===== config.mk =====
export PLATFORM = sky130hd
export DESIGN_NAME = sram_2p_masked_array
export DESIGN_NICKNAME = d
export VERILOG_FILES = /design/src/rtl/sram_2p_masked_array.sv
export SDC_FILE = /design/constraint.sdc
export NUM_CORES = 2
export LEC_CHECK = 0
export BUFFER_PORTS_ARGS = -buffer_cell sky130_fd_sc_hd__buf_2
export CAP_MARGIN = 20
export CORE_MARGIN = 2
export CORE_UTILIZATION = 35
export CTS_CLUSTER_SIZE = 25
export DETAILED_ROUTE_END_ITERATION = 8
export PLACE_DENSITY = 0.6
export SKIP_CTS_REPAIR_TIMING = 1
export SLEW_MARGIN = 20
export SYNTH_ARGS = -nofsm -noshare
export SYNTH_HDL_FRONTEND = slang
export SYNTH_SLANG_ARGS = --single-unit
export TNS_END_PERCENT = 10

===== constraint.sdc =====
create_clock -name CLK -period 8.36 [get_ports CLK]
set_clock_uncertainty 0.1 [all_clocks]
set_input_delay 1.672 -clock CLK [delete_from_list [all_inputs] [get_ports CLK]]
set_output_delay 1.672 -clock CLK [all_outputs]
set_load 0.02 [all_outputs]

===== src/rtl/sram_2p_masked_array.sv =====
// Behavioural 1W/1R SRAM with per-lane write masks, 1- or 2-cycle read latency,
// same-address bypass selection and an optional post-reset zeroing sweep.
module sram_2p_masked_array #(
    parameter int DATA_WIDTH   = 128,
    parameter int DEPTH        = 16,
    parameter int ADDR_WIDTH   = 4,
    parameter int LANE_WIDTH   = 8,
    parameter int READ_LATENCY = 1,
    parameter int BYPASS       = 1,
    parameter int INIT_ZERO    = 1
) (
    input  logic                               CLK,
    input  logic                               RSTB,
    input  logic                               WEB,
    input  logic [ADDR_WIDTH-1:0]              AA,
    input  logic [DATA_WIDTH-1:0]              D,
    input  logic [DATA_WIDTH/LANE_WIDTH-1:0]   BWEB,
    input  logic                               REB,
    input  logic [ADDR_WIDTH-1:0]              AB,
    output logic [DATA_WIDTH-1:0]              Q,
    output logic                               QV,
    output logic                               RDY
);

    localparam int NLANES = DATA_WIDTH / LANE_WIDTH;
    localparam logic [ADDR_WIDTH:0]   DEPTH_EXT = (ADDR_WIDTH+1)'(DEPTH);
    localparam logic [ADDR_WIDTH-1:0] LAST_ADDR = ADDR_WIDTH'(DEPTH - 1);

    localparam logic [0:0] ST_INIT  = 1'b0;
    localparam logic [0:0] ST_READY = 1'b1;
    localparam logic [0:0] ST_RESET = (INIT_ZERO != 0) ? ST_INIT : ST_READY;

    logic [DATA_WIDTH-1:0] mem [DEPTH];

    logic [0:0]            state_q, state_d;
    logic [ADDR_WIDTH-1:0] cnt_q, cnt_d;
    logic                  rdy_q;
    logic [DATA_WIDTH-1:0] q_q;
    logic                  qv_q;

    logic                  wrInRange, rdInRange;
    logic                  wrFire, rdFire, initWr;
    logic [DATA_WIDTH-1:0] wrOld, wrMerged, rdOld, rdWord;
    logic [DATA_WIDTH-1:0] outData;
    logic                  outValid;

    always_comb begin
        state_d = state_q;
        cnt_d   = cnt_q;
        if (state_q == ST_INIT) begin
            cnt_d = cnt_q + 1'b1;
            if (cnt_q == LAST_ADDR) begin
                state_d = ST_READY;
                cnt_d   = '0;
            end
        end
    end

    always_ff @(posedge CLK or negedge RSTB) begin
        if (!RSTB) begin
            state_q <= ST_RESET;
            cnt_q   <= '0;
            rdy_q   <= 1'b0;
        end else begin
            state_q <= state_d;
            cnt_q   <= cnt_d;
            rdy_q   <= (state_d == ST_READY);
        end
    end

    // Accesses are only honoured once RDY has been visible for a full cycle.
    assign initWr    = (state_q == ST_INIT);
    assign wrInRange = ({1'b0, AA} < DEPTH_EXT);
    assign rdInRange = ({1'b0, AB} < DEPTH_EXT);
    assign wrFire    = rdy_q && !WEB && wrInRange;
    assign rdFire    = rdy_q && !REB;

    always_comb begin
        wrOld    = wrInRange ? mem[AA] : '0;
        wrMerged = wrOld;
        for (int i = 0; i < NLANES; i++) begin
            if (!BWEB[i]) begin
                wrMerged[i*LANE_WIDTH +: LANE_WIDTH] = D[i*LANE_WIDTH +: LANE_WIDTH];
            end
        end
    end

    always_comb begin
        rdOld  = rdInRange ? mem[AB] : '0;
        rdWord = rdOld;
        if (!rdInRange) begin
            rdWord = '0;
        end else if ((BYPASS != 0) && wrFire && (AA == AB)) begin
            rdWord = wrMerged;
        end
    end

    always_ff @(posedge CLK) begin
        if (initWr) begin
            mem[cnt_q] <= '0;
        end else if (wrFire) begin
            mem[AA] <= wrMerged;
        end
    end

    // Two-cycle builds capture the word at the request edge so later writes cannot alter it.
    if (READ_LATENCY == 2) begin : g_lat2
        logic [DATA_WIDTH-1:0] pipeData_q;
        logic                  pipeValid_q;

        always_ff @(posedge CLK or negedge RSTB) begin
            if (!RSTB) begin
                pipeData_q  <= '0;
                pipeValid_q <= 1'b0;
            end else begin
                pipeValid_q <= rdFire;
                if (rdFire) begin
                    pipeData_q <= rdWord;
                end
            end
        end

        assign outData  = pipeData_q;
        assign outValid = pipeValid_q;
    end else begin : g_lat1
        assign outData  = rdWord;
        assign outValid = rdFire;
    end

    always_ff @(posedge CLK or negedge RSTB) begin
        if (!RSTB) begin
            q_q  <= '0;
            qv_q <= 1'b0;
        end else begin
            qv_q <= outValid;
            if (outValid) begin
                q_q <= outData;
            end
        end
    end

    assign Q   = q_q;
    assign QV  = qv_q;
    assign RDY = rdy_q;

endmodule


==> flow_summary_export.csv <==
group,metric,value,unit
route,routed_via_density,6.172,
place,place_ws,2438,ps
sta,worst_pin_slew,1275,ps
power,cellLeakagePower,37.99,nW
clock_tree,clock-sinks,2182,
route,totalWireLength,331100,microns
global_route,antenna_found_initial,35,
final_layout,stdcell_count,9549,
critical_path,crit_path_end_kind,"register",
place,io_buffer_count,285,
route,drt_iter0_markers,7774,
synthesis,synth_nets,5479,
clock_tree,path_clk_slew,60,ps
die,core_area,0.2877,sq mm
critical_path,crit_start,"AA[2]",
place,hpwl,186600,microns
synthesis,synth_edf_count,2048,
critical_path,cp.arrival,5500,ps
critical_path,crit_required,8780,ps
critical_path,path_depth,9,
global_route,grt_overflow_total,0,
die,dieArea,0.2931,sq mm
clock_tree,cts_root_buf,"clkbuf_16",
final_layout,area_growth,13.01,%
critical_path,cp_max_fo,48,
critical_path,reg2reg_to,"Q[40]",
route,vias,58935,
clock_tree,cts_tree,"built",
critical_path,cpPeakStageDelay,680,ps
sta,hold_viol_final,0,
final_layout,final_common_cell,"edfxtp_1",
sta,slew_headroom,14.68,%
final_layout,utilization,39.70,%
synthesis,mappedNetlistArea,0.1011,sq mm
sta,report.final.setup_viol,0,
final_layout,nets,5716,
sta,final.period_utilization,60.68,%
critical_path,crit_end,"mem[10][47]",
critical_path,worstSetupPathType,"in2reg",
final_layout,most-common-layout-cells,"edfxtp_1, mux4_2, mux2i_1",
critical_path,cp_slowest_cell,"buf_4",
critical_path,crit_path_start_kind,"primary input",
final_layout,drive_gt1_share,31.78,%
final_layout,nFillCells,25381,
critical_path,path_cells,"buf_8, buf_4, nor2b_4, buf_4, buf_4, a22oi_1, and3_1, a211oi_1, inv_1",
die,initial_core_util,35.13,%
critical_path,reg2reg_slack,3840,ps
place,placedCellCount,9113,
die,die_w,541.4,microns
job,max-cap-violations,0,
route,route.detailed.drc,0,
clock_tree,h-tree-depth,4,
critical_path,rr_worst_depth,6,
global_route,grt_max_degree,125,
run_status,status,"complete, no violations",
critical_path,cp.buffers_inverters,5,
synthesis,synth_area_leaders,"edfxtp_1, mux4_2, dfrtp_1",
clock_tree,insertion_delay,870,ps
power,vdd_ir_drop_max,0.2382,mV
critical_path,cp_top_family,"buffers and inverters",
route,wire_per_inst,34.67,microns
die,io_pins,286,
synthesis,ys_seq_elements,2182,
synthesis,ys_async_sr_fraction,6.141,%
synthesis,synth-seq-area-share,64.17,%
die,rows,197,
sta,period_needed,5072,ps
synthesis,synth_ff_type,"edfxtp_1",
critical_path,r2r_start,"RDY",
synthesis,synth_top_cell_by_area,"edfxtp_1",
sta,fin_ws,3288,ps
final_layout,seq_area,0.06485,sq mm
synthesis,synth_cells,5322,
sta,rsz0062_at_grt,"false",
sta,slew_violations,0,
clock_tree,cts_buffer_depth,3,
global_route,grt_pass1_vias,59872,
final_layout,multi_input_comb_area,0.03377,sq mm
clock_tree,cts_buffers,223,
die,die_y,541.4,microns
power,finalPower,0.02476,W
place,gp_congestion,0.8249,
power,p_per_area,216.8,mW/mm^2
global_route,grt_pass1_wl,464800,microns
critical_path,worst_path_most_repeated_cell,"buf_4",
synthesis,syn_avg_cell_area,18.99,sq um
route,drtPass1Iterations,6,
worst_hold_path,hold_class,"reg2reg",
synthesis,yosysTopAreaCellShare,60.85,%
synthesis,ys_types,59,
route,postRouteAntennaNets,0,
sta,tns,0,ps
synthesis,synth_warnings,0,
global_route,track_usage,22.32,%
sta,max_freq,197.1,MHz
-- kinds of logic after synthesis --
family | synth area share, %
buf+inv | 2.659
flops | 64.17
fa+ha+maj | 0.01238
simple gates | 2.683
compound gates | 4.505
xor+xnor | 0.03467
mux | 25.94
-- how the worst min path moves through the flow --
stage               startpoint       end  slack (ps)  depth (start not counted)
floorplan             cnt_q[0]  cnt_q[0]         460                          1
global placement         Q[68]     Q[68]         370                          2
detailed placement       Q[50]     Q[50]         370                          2
CTS                      Q[67]     Q[67]         390                          2
global route            Q[118]    Q[118]         420                          2
finish                   Q[50]     Q[50]         390                          2
-- power by group --
part | internal [W] | leakage [nW] | switching (W)
combinational | 0.000883 | 14.0 | 0.00149
sequential | 0.0123 | 20.5 | 0.000184
clock | 0.00566 | 3.52 | 0.00424
-- synth_stat cells, types with 3 or more instances --
cell type and count:
edfxtp_1 2048, mux4_2 985, mux2i_1 327, nand2_1 216, inv_1 190, buf_2 171, nor2_1 157, a22oi_1 150
dfrtp_1 134, clkbuf_1 128, o211ai_1 101, o221ai_1 75, mux2_2 67, and2_1 55, a211oi_1 53, buf_4 47
buf_1 43, a221oi_1 41, o22ai_1 34, a21oi_1 29, a32oi_1 29, nor3_1 29, a22o_1 24, and3b_1 20
nand3_1 17, and3_1 16, o21ai_0 16, o31ai_1 12, nand4bb_1 11, clkinv_1 9, nand2b_1 9, a21bo_1 8
buf_6 8, nand4b_1 7, nand4_1 6, nor2b_1 6, a21o_1 5, nand3b_1 5, o21a_1 3
-- layout make-up --
class	count	share of cell area (%)
inverters	199	0.6562
clock inverters	108	0.8972
multi-input cells	2544	29.56
flip-flops and latches	2182	56.78
well taps	3781	4.142
clock buffers	313	5.414
diodes	13	0.02848
repair buffers	409	2.512
-- flip-flops by register name, summed over array words and instances, names as in the netlist --
| name | cells |
|---|---|
| Q | 128 |
| QV | 1 |
| cnt_q | 4 |
| mem | 2048 |
| RDY | 1 |
-- worst reg2reg max path: cells and delay by family (launching register included) --
| kind | cells | cell delay, ps |
|---|---|---|
| AOI/OAI and AO/OA | 3 | 1040 |
| buffers and inverters | 1 | 1030 |
| DFF | 1 | 920 |
| and+or+nand+nor | 2 | 1250 |
-- through the flow --
stage                     hold WS, ps  area, sq um
final                           385.8       114200
after floorplan                 456.6       101100
after global placement          365.4       106900
after CTS                       391.2       114100
after detailed placement        374.6       106900
after global routing            421.3       114200
-- layer usage --
| layer | global-route usage [%] | up-vias | part of all wire [%] |
|---|---|---|---|
| met3 | 5.581 | 576 | 11 |
| met1 | 30.58 | 31765 | 40 |
| met5 | 0 | - | 0.017 |
| met4 | 7.480 | 8 | 3.5 |
| met2 | 34.71 | 3493 | 46 |
| li1 | - | 23093 | - |
Note: power is estimated with default switching activity, not from simulation.
